$ cat src/rtl/stream_demultiplexer_if.sv
// Handshake bundle for stream_demultiplexer: one select-tagged input stream
// fanned out to CHANNELS independent valid/ready output streams.
interface stream_demultiplexer_if #(
  parameter int WIDTH    = 32,
  parameter int CHANNELS = 2
);
  localparam int SEL_W = $clog2(CHANNELS);

  logic [WIDTH-1:0]          data_i;
  logic [SEL_W-1:0]          sel_i;
  logic                      valid_i;
  logic                      ready_o;
  logic [CHANNELS*WIDTH-1:0] bus_o;
  logic [CHANNELS-1:0]       valid_o;
  logic [CHANNELS-1:0]       ready_i;
  logic                      drop_o;
  logic [15:0]               drop_count_o;

  // The demultiplexer itself is the slave side of this bundle.
  modport slave (
    input  data_i, sel_i, valid_i, ready_i,
    output ready_o, bus_o, valid_o, drop_o, drop_count_o
  );

  modport master (
    output data_i, sel_i, valid_i, ready_i,
    input  ready_o, bus_o, valid_o, drop_o, drop_count_o
  );
endinterface

$ cat src/rtl/stream_demultiplexer.sv
// Registered 1-to-CHANNELS stream router: each accepted word lands in a one-entry
// register of the selected channel; illegal selects are accepted, dropped and counted.
module stream_demultiplexer #(
  parameter int WIDTH    = 32,
  parameter int CHANNELS = 2
) (
  input  logic                   clk_i,
  input  logic                   rst_i,
  stream_demultiplexer_if.slave  dmx
);
  localparam int SEL_W = $clog2(CHANNELS);

  typedef enum logic {EMPTY = 1'b0, FULL = 1'b1} slot_state_t;

  slot_state_t         state_q [CHANNELS];
  logic [WIDTH-1:0]    data_q  [CHANNELS];
  logic                drop_q;
  logic [15:0]         drop_count_q;

  logic                ready;
  logic [CHANNELS-1:0] load;
  logic [CHANNELS-1:0] drain;
  logic                drop_now;
  logic [CHANNELS-1:0]       valid_vec;
  logic [CHANNELS*WIDTH-1:0] bus_vec;

  always_comb begin
    // NOTE: every signal gets a default before the loop so no path leaves it unassigned (no latch).
    ready    = 1'b1;
    load     = '0;
    drain    = '0;
    drop_now = dmx.valid_i;
    for (int k = 0; k < CHANNELS; k++) begin
      drain[k] = (state_q[k] == FULL) && dmx.ready_i[k];
      if (dmx.sel_i == SEL_W'(k)) begin
        // Only the selected channel gates acceptance; an out-of-range select matches none.
        ready    = (state_q[k] == EMPTY) || dmx.ready_i[k];
        load[k]  = dmx.valid_i && ready;
        drop_now = 1'b0;
      end
    end
  end

  always_ff @(posedge clk_i or posedge rst_i) begin
    if (rst_i) begin
      for (int k = 0; k < CHANNELS; k++) begin
        state_q[k] <= EMPTY;
        // NOTE: the data registers are reset as well because bus_o must read zero out of reset.
        data_q[k]  <= '0;
      end
      drop_q       <= 1'b0;
      drop_count_q <= '0;
    end else begin
      // NOTE: non-blocking assignments so every register samples pre-edge values.
      drop_q <= drop_now;
      if (drop_now && (drop_count_q != 16'hFFFF)) begin
        drop_count_q <= drop_count_q + 16'd1;
      end
      for (int k = 0; k < CHANNELS; k++) begin
        if (load[k]) begin
          data_q[k]  <= dmx.data_i;
          state_q[k] <= FULL;
        end else if (drain[k]) begin
          state_q[k] <= EMPTY;
        end
      end
    end
  end

  // Channel 0 sits in the most significant slice of the packed bus.
  always_comb begin
    valid_vec = '0;
    bus_vec   = '0;
    for (int k = 0; k < CHANNELS; k++) begin
      valid_vec[k]                              = (state_q[k] == FULL);
      bus_vec[(CHANNELS-1-k)*WIDTH +: WIDTH]    = data_q[k];
    end
  end

  assign dmx.ready_o      = ready;
  assign dmx.valid_o      = valid_vec;
  assign dmx.bus_o        = bus_vec;
  assign dmx.drop_o       = drop_q;
  assign dmx.drop_count_o = drop_count_q;
endmodule

$ cat src/flat_wrapper.sv
// flat-port wrapper written by rule: the top's interface ports become plain ports
module stream_demultiplexer_flat 
#(
  parameter int WIDTH    = 32,
  parameter int CHANNELS = 2
)
  (clk_i, rst_i, dmx_data_i, dmx_sel_i, dmx_valid_i, dmx_ready_i, dmx_ready_o, dmx_bus_o, dmx_valid_o, dmx_drop_o, dmx_drop_count_o);
  stream_demultiplexer_if #(.WIDTH(WIDTH), .CHANNELS(CHANNELS)) dmx_i ();
  input  logic clk_i;
  input  logic rst_i;
  input wire logic [$bits(dmx_i.data_i)-1:0] dmx_data_i;
  input wire logic [$bits(dmx_i.sel_i)-1:0] dmx_sel_i;
  input wire logic [$bits(dmx_i.valid_i)-1:0] dmx_valid_i;
  input wire logic [$bits(dmx_i.ready_i)-1:0] dmx_ready_i;
  output wire logic [$bits(dmx_i.ready_o)-1:0] dmx_ready_o;
  output wire logic [$bits(dmx_i.bus_o)-1:0] dmx_bus_o;
  output wire logic [$bits(dmx_i.valid_o)-1:0] dmx_valid_o;
  output wire logic [$bits(dmx_i.drop_o)-1:0] dmx_drop_o;
  output wire logic [$bits(dmx_i.drop_count_o)-1:0] dmx_drop_count_o;
  assign dmx_i.data_i = dmx_data_i;
  assign dmx_i.sel_i = dmx_sel_i;
  assign dmx_i.valid_i = dmx_valid_i;
  assign dmx_i.ready_i = dmx_ready_i;
  assign dmx_ready_o = dmx_i.ready_o;
  assign dmx_bus_o = dmx_i.bus_o;
  assign dmx_valid_o = dmx_i.valid_o;
  assign dmx_drop_o = dmx_i.drop_o;
  assign dmx_drop_count_o = dmx_i.drop_count_o;
  stream_demultiplexer #(.WIDTH(WIDTH), .CHANNELS(CHANNELS)) u_core (.clk_i(clk_i), .rst_i(rst_i), .dmx(dmx_i));
endmodule
$ cat config.mk
export PLATFORM = sky130hd
export DESIGN_NAME = stream_demultiplexer_flat
export DESIGN_NICKNAME = d
export VERILOG_FILES = /design/src/rtl/stream_demultiplexer_if.sv /design/src/rtl/stream_demultiplexer.sv /design/src/flat_wrapper.sv
export SDC_FILE = /design/constraint.sdc
export NUM_CORES = 1
export LEC_CHECK = 0
export ABC_AREA = 0
export CAP_MARGIN = 20
export CORE_UTILIZATION = 44
export CTS_CLUSTER_SIZE = 16
export DETAILED_ROUTE_END_ITERATION = 10
export PLACE_DENSITY = 0.85
export SETUP_SLACK_MARGIN = 0.02
export SYNTH_ARGS = -nofsm -noshare
export SYNTH_HDL_FRONTEND = slang
export SYNTH_SLANG_ARGS = --single-unit
$ cat constraint.sdc
create_clock -name clk_i -period 3.7 [get_ports clk_i]
set_clock_uncertainty 0.1 [all_clocks]
set_input_delay 0.37 -clock clk_i [delete_from_list [all_inputs] [get_ports clk_i]]
set_output_delay 0.37 -clock clk_i [all_outputs]
set_load 0.005 [all_outputs]
Word-level counts from Yosys, hierarchy flattened
Index checks and enable logic that the tools add are counted.
Word-level totals
  bits in registers: 66
  input port bits: 38
  output and inout bits: 84
Operators by class
  mux-type cells: 7
  bitwise logic cells: 2
  reduce and logical (&&, ||, !) cells: 8
Operators by type and width (count)
  $mux 1: 7
  $logic_and 1x1->1: 4
  $reduce_bool 2->1: 2
  $logic_or 1x1->1: 2
  $not 1->1: 2

Depth between registers and ports, before layout
  word-level depth: 5
  mapped depth: 4
  mapped depth without buffers: 3

Worst setup path after synthesis
OpenSTA, ideal clock, no wires.
  kind: input port to flip-flop
  start: in dmx_ready_i[0]
  end: reg u_core.data_q (netlist bit u_core.dmx.bus_o[32])
  arrival: 1271 ps
  path slack: 2204 ps
  cell stages on the path: 4
  path through: nand2b_2 nor3b_4 buf_6 mux2_2
On the way
  word-level cells in the longest chain between the ends: 3
Ends and longest elaborated chain
  start: declaration: line flat_wrapper.sv:14  | input wire logic [$bits(dmx_i.ready_i)-1:0] dmx_ready_i;
  $logic_or 1x1->1: line stream_demultiplexer.sv:37  | ready = (state_q[k] == EMPTY) || dmx.ready_i[k];
  $logic_and 1x1->1: line stream_demultiplexer.sv:38  | load[k] = dmx.valid_i && ready;
  $mux 1: line stream_demultiplexer.sv:35  | if (dmx.sel_i == SEL_W'(k)) begin
  end signal: indexed assignment: line stream_demultiplexer.sv:61  | data_q[k] <= dmx.data_i;
  end: declaration: line stream_demultiplexer.sv:16  | logic [WIDTH-1:0] data_q [CHANNELS];
Every way passes these cells.
A chain may end at the register's enable or synchronous reset.

Final worst setup path
  start: in dmx_ready_i[1]
  end: out dmx_ready_o
On the way
  word-level cells in the longest chain between the ends: 2
Ends and longest elaborated chain
  $logic_or 1x1->1: line stream_demultiplexer.sv:37
  $mux 1: line stream_demultiplexer.sv:35
  end: declaration: line flat_wrapper.sv:15  | output wire logic [$bits(dmx_i.ready_o)-1:0] dmx_ready_o;
Every way passes these cells.

==> reports/summary.md <==
The flow ran to the end, and the final reports show no timing, DRC or antenna violations. OpenSTA, run right after detailed placement, puts the worst setup slack at 1219 ps. The run gives 432 as the number of fillers in the final layout. The first detailed-routing pass took 4 iterations. The via count normalized by instance count is 4.759, and the sequential group share of total power is 47.8%. Detailed placement ended at an HPWL of 3.735 mm. The post-synthesis average cell area works out to 16.09 sq um. Of all nets on the critical path, the largest fanout is 3. VDD sags by at most 301.4 uV. The tools report the root buffer cell as sky130_fd_sc_hd__clkbuf_8. The number of gates resized after CTS was 0. After detailed routing, the number of remaining DRC violations is 0. The number of clock buffers added by TritonCTS is 9. The post-layout instance count excluding filler cells was 352; the clock latency on the worst-skew pair was 320 ps. For the pin with the worst max-slew slack, the measured transition is 955.4 ps. The highest metal layer carrying signal wires in the routed design is met4.

Once the clock tree was built, the setup fixing pass inserted 0 buffers. Clock-pin slew was measured on the worst setup and hold paths at 70 ps. The worst setup path is captured at an output port. The detailed router put a total of 2.117 mm of wire on met1. The tools report the number of placed cells counting well taps as 336. The met3 wire length was 404 um. The power share of the combinational group was 25.9%. The logs give 8.480 mm for the wire length of the first global-routing pass and 17 for the number of different library cells in the post-synthesis netlist. Count of antenna diodes in the layout: 0. The endpoint identified for the worst register-to-register timing path is u_core.dmx.bus_o[31]$_DFFE_PP0P_. The initial antenna violation count is 0.

The smallest clock period supported by the final layout is computed as 2172 ps. The initial utilization of the core area, before any placement, comes to 46.78%. The die width is 79.68 um, and the sequential standard cell area is 1652 sq um. Leaving out fill and tap cells, the most frequent cells in the layout are sky130_fd_sc_hd__clkdlybuf4s50_1 (104), sky130_fd_sc_hd__dfrtp_1 (66), sky130_fd_sc_hd__mux2_2 (62).

The total number of nets in the final design is 313. Commonest non-fill, non-tap cell in the layout: sky130_fd_sc_hd__clkdlybuf4s50_1. Wires add up to 5.246 mm. For the count of final hold-check violations, the log shows 0. For the via count of the first global-routing pass, the log shows 1755. The startpoint identified for the worst register-to-register timing path is u_core.dmx.valid_o[1]$_DFFE_PP0P_. The tools report the number of slew-limit violations in the final report as 0.

For the number of placed I/O pins, the log shows 122. The tightest hold path in the finished design has a slack of 368.5 ps. Cells with a size suffix above 1 make up 28.93% of the layout.

Setup repair after global routing left no endpoint under its margin. The area growth from synthesis to layout is 44.06%. The setup check on the worst reg-to-reg path leaves a slack of 1710 ps. The tool flagged a number of max-cap violations equal to 0. The number of buffers added on ports was 104. The die area is 6349 sq um, and the netlist area before placement is 2655 sq um.

Once detail routing completed, the nets flagged for antenna violations numbered 0. Data on the critical path is required at its endpoint by 3230 ps. In the final routed layout, each cell accounts on average for 14.90 um. For the timing-limited maximum frequency, the log shows 460.5 MHz.

Data on the critical path arrives at its endpoint at 1700 ps. The final worst-path cycle share was 58.69%. The kind of path behind the tightest hold check is in2async. The worst slew margin relative to its limit was 36.15%; the total grt overflow was 0. The synthesized design contains 66 register bits.

The portion of total power attributed to the clock network came out at 26.3%. The switching share of total power is 23.90%. For the violation count after the first detailed-route iteration, the log shows 65. The cell count of the worst reg-to-reg path was 3.

The category of the most critical setup path is in2out. Summing all multi-input logic gate instances after layout gives 855.8 sq um. From bottom edge to top edge, the die measures 79.68 um.

Entering global routing, the biggest net connects 36 pins. Summed over all cells, the static leakage comes to 1.614 nW. The synthesized netlist cell count is 165. The tools report the routability congestion estimate from global placement as 0.6868. The number of buffers between clock root and the deepest sink came out at 2. The sequential share of the synthesized area was 62.21%.

For the sum of negative setup slack, the log shows 0 ps. TritonCTS built the clock tree. Summed over all nets, the switching power comes to 0.0004600 W. The H-tree generated during clock tree synthesis spans 3 levels.

The worst setup path is launched from a primary input. After floorplanning, the core was sized to cover 5675 sq um. Internal power comes to 0.001465 W. Setup violations remaining at the end of the flow were counted as 0. The power per cell area works out to 503.1 nW/um^2.

For this design, the CTS-stage hold fixing added 0 buffers. The tree built by TritonCTS fans out to 66 sinks. After layout, the worst setup slack is 1528 ps. The total number of vias was 1675; the routed length on met2 was 2.645 mm. The tools report the warning count from the yosys run as 0. The number of placement rows is 27, and the overall fraction of global-route tracks in use is 18.10%.
-- worst max-delay path, cell delays in order --
cell	delay, ps
sky130_fd_sc_hd__clkdlybuf4s50_1	440
sky130_fd_sc_hd__and2b_1	220
sky130_fd_sc_hd__a21oi_1	150
sky130_fd_sc_hd__clkdlybuf4s50_1	520
-- registers in the layout, indices dropped and copies added, names as in the netlist --
register / count
u_core.dmx.bus_o: 64
u_core.dmx.valid_o: 2
-- cell type report --
type                            instances  share of cell area [%]
Timing Repair Buffer                  106                   27.61
Tap cell                               72                   2.355
Clock buffer                           13                   3.893
Sequential cell                        66                   43.18
Clock inverter                          3                  0.3925
Inverter                                2                  0.1963
Multi-Input combinational cell         90                   22.37
-- synthesized netlist by cell type --
cell                       number  area [sq um]
sky130_fd_sc_hd__a21oi_1        1         5.000
sky130_fd_sc_hd__and2b_1        1         7.510
sky130_fd_sc_hd__buf_4         17         127.6
sky130_fd_sc_hd__buf_6          4         45.04
sky130_fd_sc_hd__clkbuf_8       2         27.53
sky130_fd_sc_hd__conb_1         1         3.750
sky130_fd_sc_hd__dfrtp_1       66          1652
sky130_fd_sc_hd__inv_1          2         7.510
sky130_fd_sc_hd__mux2_1         2         22.52
sky130_fd_sc_hd__mux2_2        62         698.2
sky130_fd_sc_hd__nand2_1        1         3.750
sky130_fd_sc_hd__nand2b_2       1         8.760
sky130_fd_sc_hd__nor2_1         1         3.750
sky130_fd_sc_hd__nor2_4         1         11.26
sky130_fd_sc_hd__nor3b_4        1         18.77
sky130_fd_sc_hd__o21ai_0        1         5.000
sky130_fd_sc_hd__or2b_1         1         7.510
-- layer usage --
metal  up-vias  track usage, %
li1        756               -
met1       835           21.41
met2        76           30.09
met3         8           5.257
met4         0           8.727
met5         -               0
-- kinds of logic after synthesis --
group / count (synthesis) / share of synthesized area [%]
flip-flops: 66 / 62.21
multiplexers: 64 / 27.14
buffers and inverters: 25 / 7.823
AND/OR/NAND/NOR: 7 / 2.309
AO/OA/AOI/OAI: 2 / 0.3766
other: 1 / 0.1412
-- power by group through the flow --
stage          sequential, W  clock (W)  combinational [W]
4_1_cts             0.000922   0.000525           0.000507
6_report            0.000919   0.000506           0.000499
3_5_place_dp        0.000934          0           0.000505
5_1_grt             0.000938   0.000550           0.000538
3_3_place_gp        0.000926          0           0.000492
2_1_floorplan       0.000937          0           0.000174
-- through the flow --
step                util [%]  cell area (sq um)  power [W]
global placement       64.51               3661   0.001418
global route           67.39               3825   0.002026
floorplan                  -               2715   0.001111
detailed placement     64.51               3661   0.001439
finish                 67.39               3825   0.001925
CTS                    67.39               3825   0.001954
-- worst max path at each step --
stage | start | endpoint | slack, ps | depth (start not counted)
after floorplan | rst_i | u_core.dmx.bus_o[0]$_DFFE_PP0P_ | 1580 | 1
after global placement | dmx_sel_i | u_core.dmx.bus_o[1]$_DFFE_PP0P_ | 1280 | 4
after detailed placement | dmx_sel_i | u_core.dmx.bus_o[13]$_DFFE_PP0P_ | 1220 | 4
after CTS | dmx_ready_i[1] | dmx_ready_o | 1520 | 4
after global routing | dmx_sel_i | u_core.dmx.bus_o[10]$_DFFE_PP0P_ | 1420 | 4
final | dmx_ready_i[1] | dmx_ready_o | 1530 | 4
No activity file was read; power rests on OpenSTA's default activity.
